<file path="config.mk">
export PLATFORM = sky130hd
export DESIGN_NAME = mem_initiator
export DESIGN_NICKNAME = d
export VERILOG_FILES = /design/src/rtl/mem_initiator.sv
export SDC_FILE = /design/constraint.sdc
export NUM_CORES = 1
export LEC_CHECK = 0
export CAP_MARGIN = 20
export CORE_ASPECT_RATIO = 0.5
export CORE_MARGIN = 3
export CORE_UTILIZATION = 38
export DETAILED_ROUTE_END_ITERATION = 6
export GPL_TIMING_DRIVEN = 0
export PLACE_DENSITY = 0.75
export SLEW_MARGIN = 5
export SYNTH_ARGS = -nofsm -noshare
export SYNTH_HDL_FRONTEND = slang
export SYNTH_SLANG_ARGS = --single-unit
export TNS_END_PERCENT = 50
</file>
<file path="constraint.sdc">
create_clock -name clk -period 1.8 [get_ports clk]
set_clock_uncertainty 0.1 [all_clocks]
set_input_delay 0.45 -clock clk [delete_from_list [all_inputs] [get_ports clk]]
set_output_delay 0.45 -clock clk [all_outputs]
set_load 0.05 [all_outputs]
</file>
<file path="src/rtl/mem_initiator.sv">
// rtl/mem_initiator.sv - single-outstanding command initiator for the single-port memory
// Optional MEM_INIT_RETRY_EN: re-issue a command after a memory error, up to MAX_RETRY times.
module mem_initiator #(
  parameter int ADDR_W    = 8,
  parameter int DATA_W    = 8,
  parameter int TIMEOUT   = 16,
  parameter int MAX_RETRY = 2
) (
  input  logic              clk,
  input  logic              reset,
  input  logic              cmd_valid,
  output logic              cmd_ready,
  input  logic              cmd_write,
  input  logic [ADDR_W-1:0] cmd_addr,
  input  logic [DATA_W-1:0] cmd_wdata,
  output logic              rsp_valid,
  input  logic              rsp_ready,
  output logic [DATA_W-1:0] rsp_rdata,
  output logic              rsp_error,
  output logic [1:0]        rsp_error_code,
  output logic              mem_write_enable,
  output logic              mem_read_enable,
  output logic [ADDR_W-1:0] mem_address,
  output logic [DATA_W-1:0] mem_write_data,
  input  logic [DATA_W-1:0] mem_read_data,
  input  logic              mem_ready,
  input  logic              mem_busy,
  input  logic              mem_valid,
  input  logic              mem_error,
  input  logic [1:0]        mem_error_code
);

  localparam int TW = (TIMEOUT > 2) ? $clog2(TIMEOUT) : 1;
  localparam int RW = $clog2(MAX_RETRY + 2);
`ifdef MEM_INIT_RETRY_EN
  localparam int RETRY_LIMIT = MAX_RETRY;
`else
  localparam int RETRY_LIMIT = 0;
`endif

  typedef enum logic [1:0] {IDLE, ISSUE, WAIT, RESP} state_t;

  state_t            state_q, state_d;
  logic              wr_q, wr_d;
  logic [ADDR_W-1:0] addr_q, addr_d;
  logic [DATA_W-1:0] wdata_q, wdata_d;
  logic [TW-1:0]     tmo_q, tmo_d;
  logic [RW-1:0]     retry_q, retry_d;
  logic [DATA_W-1:0] rdata_q, rdata_d;
  logic              err_q, err_d;
  logic [1:0]        code_q, code_d;

  always_ff @(posedge clk or negedge reset) begin
    if (!reset) begin
      state_q <= IDLE;
      wr_q    <= 1'b0;
      addr_q  <= '0;
      wdata_q <= '0;
      tmo_q   <= '0;
      retry_q <= '0;
      rdata_q <= '0;
      err_q   <= 1'b0;
      code_q  <= 2'b00;
    end else begin
      state_q <= state_d;
      wr_q    <= wr_d;
      addr_q  <= addr_d;
      wdata_q <= wdata_d;
      tmo_q   <= tmo_d;
      retry_q <= retry_d;
      rdata_q <= rdata_d;
      err_q   <= err_d;
      code_q  <= code_d;
    end
  end

  always_comb begin
    state_d          = state_q;
    wr_d             = wr_q;
    addr_d           = addr_q;
    wdata_d          = wdata_q;
    tmo_d            = tmo_q;
    retry_d          = retry_q;
    rdata_d          = rdata_q;
    err_d            = err_q;
    code_d           = code_q;
    mem_write_enable = 1'b0;
    mem_read_enable  = 1'b0;
    case (state_q)
      IDLE: begin
        if (cmd_valid) begin
          wr_d    = cmd_write;
          addr_d  = cmd_addr;
          wdata_d = cmd_wdata;
          retry_d = '0;
          rdata_d = '0;
          err_d   = 1'b0;
          code_d  = 2'b00;
          state_d = ISSUE;
        end
      end
      ISSUE: begin
        if (mem_ready && !mem_busy) begin
          mem_write_enable = wr_q;
          mem_read_enable  = !wr_q;
          tmo_d            = '0;
          state_d          = WAIT;
        end
      end
      WAIT: begin
        // Error takes priority over a simultaneous valid pulse.
        if (mem_error) begin
          rdata_d = '0;
          err_d   = 1'b1;
          code_d  = mem_error_code;
          if (retry_q != RW'(RETRY_LIMIT)) begin
            retry_d = retry_q + 1'b1;
            state_d = ISSUE;
          end else begin
            state_d = RESP;
          end
        end else if (mem_valid) begin
          rdata_d = wr_q ? '0 : mem_read_data;
          err_d   = 1'b0;
          code_d  = 2'b00;
          state_d = RESP;
        end else if (tmo_q == TW'(TIMEOUT - 1)) begin
          rdata_d = '0;
          err_d   = 1'b1;
          code_d  = 2'b11;
          state_d = RESP;
        end else begin
          tmo_d = tmo_q + 1'b1;
        end
      end
      RESP: begin
        if (rsp_ready) state_d = IDLE;
      end
      default: state_d = IDLE;
    endcase
  end

  // Gated by reset so the handshake is closed while reset is held.
  assign cmd_ready      = (state_q == IDLE) && reset;
  assign rsp_valid      = (state_q == RESP);
  assign rsp_rdata      = rdata_q;
  assign rsp_error      = err_q;
  assign rsp_error_code = code_q;
  assign mem_address    = addr_q;
  assign mem_write_data = wdata_q;

endmodule

</file>
==> results of run 1 <==
how the worst max path moves through the flow:
stage                      startpoint                       endpoint  depth (start not counted)
4_1_cts        state_q[1]$_DFFE_PN0P_               mem_write_enable                          4
5_1_grt        state_q[1]$_DFFE_PN0P_               mem_write_enable                          4
2_1_floorplan               mem_error  rsp_error_code[0]$_DFFE_PN0P_                          4
6_report       state_q[1]$_DFFE_PN0P_               mem_write_enable                          4
3_5_place_dp                mem_ready               mem_write_enable                          4
3_3_place_gp                    reset                      cmd_ready                          3
through the flow:
step | setup TNS [ps] | hold slack [ps] | cells
global placement | -41960 | 389 | 239
finish | -423 | -59.9 | 257
global route | -884 | -44.4 | 257
CTS | -479 | -48.0 | 255
detailed placement | -17830 | 394 | 240
floorplan | -185 | 54.4 | 123
cells in the final DEF (no fill, tap or decap), types with 3 or more instances in the layout:
cell             netlist  routed
nand2_1                7       7
clkdlybuf4s50_1        0      29
dfrtp_1               36      36
buf_6                  0       7
buf_4                  0      10
o211ai_1               3       3
a22o_1                 9       9
dlygate4sd2_1          0      29
inv_1                  6       6
mux2_2                17      17
o22ai_1                3       3
clkbuf_8               0       6
layout make-up:
class / count / area [sq um] / area share
inverters: 6 / 22.5 / 0.00884
multi-input cells: 75 / 702 / 0.275
repair buffers: 78 / 731 / 0.287
clock buffers: 6 / 72.6 / 0.0285
clock inverters: 1 / 5.00 / 0.00196
well taps: 51 / 63.8 / 0.0250
plain buffers: 4 / 51.3 / 0.0201
flip-flops and latches: 36 / 901 / 0.353
routing by layer:
layer,GRT usage,up-vias
met2,0.304,41
met4,0.0920,0
met5,0,-
met3,0.0455,9
met1,0.186,622
li1,-,619
state kept, by name, summed over array words and instances (netlist names):
| name | flops |
|---|---|
| mem_address | 8 |
| mem_write_data | 8 |
| rsp_rdata | 8 |
| tmo_q | 4 |
| retry_q | 2 |
| rsp_error_code | 2 |
| state_q | 2 |
| rsp_error | 1 |
| wr_q | 1 |
cells by family after synthesis:
| group | Yosys count | share of synthesized area |
|---|---|---|
| flops | 36 | 0.569 |
| compound gates | 28 | 0.141 |
| simple gates | 25 | 0.0979 |
| mux | 19 | 0.140 |
| buf+inv | 12 | 0.0308 |
| fa+ha+maj | 2 | 0.0158 |
| xor+xnor | 1 | 0.00553 |
power by group:
part           internal (uW)  switching [uW]  leakage (uW)
logic                    941            1490      0.000687
clock network            263             273     0.0000410
registers               1110             178      0.000459
total                   2310            1940       0.00119
critical path, stage by stage, from the launching register on:
cell	delay, ps
dfrtp_1	410
buf_8	150
nor4bb_4	290
and2_4	200
buf_8	140
timing repair:
action / 4_1_cts / 5_1_grt
buffers inserted: 8 / 4
endpoints found under the hold margin: 36 / 36
resized for setup: 81 / 7
setup endpoints to repair: 55 / 24
pin swaps: 5 / 5
==> results.cfg, run 1 <==
[status]
status = complete, but fails checks
violations = hold timing, setup timing

[detailed_routing]
vias = 1291
firstDrtPassIters = 4
wl_per_cell_um = 16.2
viasPerCell = 5.02
route.met3.wl_um = 182
first_iter_violations = 63
drt-met1-wl_um = 1740
wirelength_um = 4150
ant_nets = 0
top_layer_used = met4
route.met2.wl_um = 2150
route.detailed.drc = 0

[global_route]
grt_usage = 0.168
grt_overflow = 0
grt_max_degree = 38
antenna_found_initial = 0
grt_pass1_vias = 1326
grt_pass1_wl_um = 6470

[pwr]
ir_worst_vdd_mv = 1.02
power_uw = 4250
p_leak_uw = 0.00119
power_density_nw_per_um2 = 1670

[sta]
tightest_slew_ps = 515
setup_ws_ps = -230
max_freq_ghz = 0.493
hold_viol = 36
slew_headroom = 0.658
final.min_clock_period_ps = 2030
final_max_slew_viol_count = 0
setup-violations-final = 4
worst_hold_slack_ps = -59.9
rsz0062_at_grt = true
min_period_over_period = 1.13

[finish]
antenna_cells = 0
num-fill-cells = 276
nNetsFinal = 243
area_delta_synth_final_pct = 60.9
stdcell_area_sq_um = 2550
final_util = 0.686
drive_above_1_share = 0.286

[clock_network]
insertion_delay_ps = 290
cts_buffers = 5
cts_sinks = 36
htree_levels = 2
clk_transition_reported_paths_ps = 70
clockBufferDepth = 2
cts_tree = yes
clockRootBuffer = clkbuf_8

[placement]
port_buffers = 65
placed_area_sq_um = 2320
hpwl_um = 2790
place_congestion = 0.766
dp_slack_ps = -1170

[floorplanning]
start_util = 0.426
die-height_um = 51.7
core-area_sq_um = 3720
die-width_um = 97.3
fp-row-count = 15
die-area_sq_um = 5030
io_pins = 66

[job]
max_cap_violations = 0

[yosys]
synth-async-reset-ratio = 1.00
netlist_area_sq_um = 1580
yosysTopAreaCellShare = 0.569
ys_ff_latch = 36
ys_warn_count = 0
syn_inst = 123
syn-num-nets = 160
ys.flop_type = dfrtp_1
synth_top_cell_by_area = dfrtp_1
synth.most_common_cell = dfrtp_1
synth_edf_count = 0
synth-seq-area-share = 0.569
syn_avg_cell_area_sq_um = 12.9
ys_types = 36
netlist_top_cells_area = dfrtp_1, mux2_2, a22o_1
synth_commonest_cells = dfrtp_1, mux2_2, a22o_1

[setup_path]
reg2reg_depth = 4
reg2reg_from = state_q[0]$_DFFE_PN0P_
crit_type = reg -> out
crit_arrival_ps = 1480
endpoint_kind = output pin
rrSetupSlack_ps = -10
worstPathRequired_ps = 1250
critPathLaunchType = flip-flop
rr_endpoint = rsp_error_code[0]$_DFFE_PN0P_
worst-path-max-fanout = 6

[worst_hold_path]
min_path_type = in -> async
Power figures use the tool's default switching activity.
==> run 2, diff against run 1 <==
SETUP_SLACK_MARGIN = 0.05   (was not set)
==> results.cfg, run 2 (synthesis results as in run 1) <==
[clock_network]
htree_levels = 2
clockBufferDepth = 2
cts_sinks = 36
clk_transition_reported_paths_ps = 70
cts_tree = yes
clockRootBuffer = clkbuf_8
insertion_delay_ps = 280
cts_buffers = 5

[detailed_routing]
ant_nets = 0
wl_per_cell_um = 16.8
route.detailed.drc = 0
first_iter_violations = 55
viasPerCell = 5.15
firstDrtPassIters = 4
vias = 1365
wirelength_um = 4450

[setup_path]
endpoint_kind = output pin
reg2reg_from = state_q[1]$_DFFE_PN0P_
critPathLaunchType = flip-flop
rr_endpoint = rsp_error_code[0]$_DFFE_PN0P_
worstPathRequired_ps = 1250
crit_arrival_ps = 1520
crit_type = reg -> out
rrSetupSlack_ps = -100
worst-path-max-fanout = 5
reg2reg_depth = 5

[sta]
hold_viol = 36
rsz0062_at_grt = true
min_period_over_period = 1.15
final_max_slew_viol_count = 0
tightest_slew_ps = 509
max_freq_ghz = 0.484
slew_headroom = 0.657
setup-violations-final = 13
setup_ws_ps = -266
worst_hold_slack_ps = -53.6
final.min_clock_period_ps = 2070

[global_route]
grt_max_degree = 38
grt_pass1_vias = 1422
grt_usage = 0.173
grt_overflow = 0
grt_pass1_wl_um = 6800
antenna_found_initial = 0

[pwr]
power_density_nw_per_um2 = 1700
ir_worst_vdd_mv = 1.01
p_leak_uw = 0.00124

[finish]
antenna_cells = 0
nNetsFinal = 251
seqCellArea_sq_um = 901
multi_input_area_sq_um = 733
final_cell_mix = dfrtp_1, clkdlybuf4s50_1, buf_4, dlygate4sd2_1, clkdlybuf4s15_1
area_delta_synth_final_pct = 68.5
drive_above_1_share = 0.336
stdcell_area_sq_um = 2670
final_common_cell = dfrtp_1
num-fill-cells = 252

[placement]
dp_slack_ps = -1140
place_congestion = 0.739
port_buffers = 65
placed_area_sq_um = 2310
hpwl_um = 2760

[status]
violations = hold timing, setup timing
status = complete, but fails checks

[floorplanning]
die-width_um = 97.3
start_util = 0.426
core-area_sq_um = 3720
io_pins = 66
fp-row-count = 15
die-height_um = 51.7
die-area_sq_um = 5030

[job]
max_cap_violations = 0

[worst_hold_path]
min_path_type = in -> async
run 2: changes by cell type in the layout (fill, tap and decap cells not counted), moves of 2 or more:
cell,previous run,this run
buf_4,10,17
buf_8,2,5
clkbuf_2,0,3
clkdlybuf4s15_1,1,12
dlygate4sd2_1,29,14
mux2_2,17,11
mux2_4,2,8
o21ai_0,2,0
o21ai_1,0,2
run 2: how the worst max path moves through the flow:
stage                                 from                             to  slack (ps)  cells after the start
CTS                 state_q[1]$_DFFE_PN0P_               mem_write_enable        -210                      4
floorplan                        mem_error  rsp_error_code[0]$_DFFE_PN0P_         -70                      4
detailed placement               mem_ready               mem_write_enable       -1140                      4
finish              state_q[1]$_DFFE_PN0P_               mem_write_enable        -270                      4
global placement                     reset                      cmd_ready       -2050                      3
global route        state_q[1]$_DFFE_PN0P_               mem_write_enable        -330                      4
run 2: critical path, stage by stage, from the launching register on:
cell and delay (ps):
dfrtp_1 410, buf_8 140, nor4bb_4 330, and2_4 210
buf_8 140
run 2: stage by stage:
| step | std cells | utilization | power, uW | TNS [ps] |
|---|---|---|---|---|
| CTS | 256 | 0.678 | 4220 | -744 |
| global route | 265 | 0.718 | 4740 | -1860 |
| finish | 265 | 0.718 | 4530 | -945 |
| detailed placement | 240 | 0.622 | 3600 | -17950 |
| floorplan | 123 | - | 2820 | -185 |
| global placement | 239 | 0.622 | 3550 | -43050 |
run 2: report_power, final:
group | switching, uW | internal, uW | total [uW]
sequential | 181 | 1110 | 1290
combinational | 1570 | 1140 | 2710
clock | 274 | 263 | 537
total | 2020 | 2510 | 4530
run 2: timing repair:
action | CTS | global route
gates resized for setup | 86 | 35
setup buffers | 9 | 10
pin swaps | 10 | 6
endpoints found under the hold margin | 36 | 36
gates cloned | 0 | 1
setup endpoints to repair | 54 | 43
run 2: layer usage:
metal  GRT usage  up-vias  wire length, um  share of wire
met1       0.200      672             1790           0.40
met5           0        -                0              0
li1            -      634                -              -
met3      0.0495       10              287          0.065
met2       0.316       49             2290           0.51
met4      0.0598        0               82          0.018
run 2: final cells by class:
cell class | instances | share of cell area
Tap cell | 51 | 0.0239
Buffer | 4 | 0.0197
Multi-Input combinational cell | 75 | 0.275
Sequential cell | 36 | 0.338
Clock buffer | 6 | 0.0272
Timing Repair Buffer | 86 | 0.307
Inverter | 6 | 0.00844
Clock inverter | 1 | 0.00188
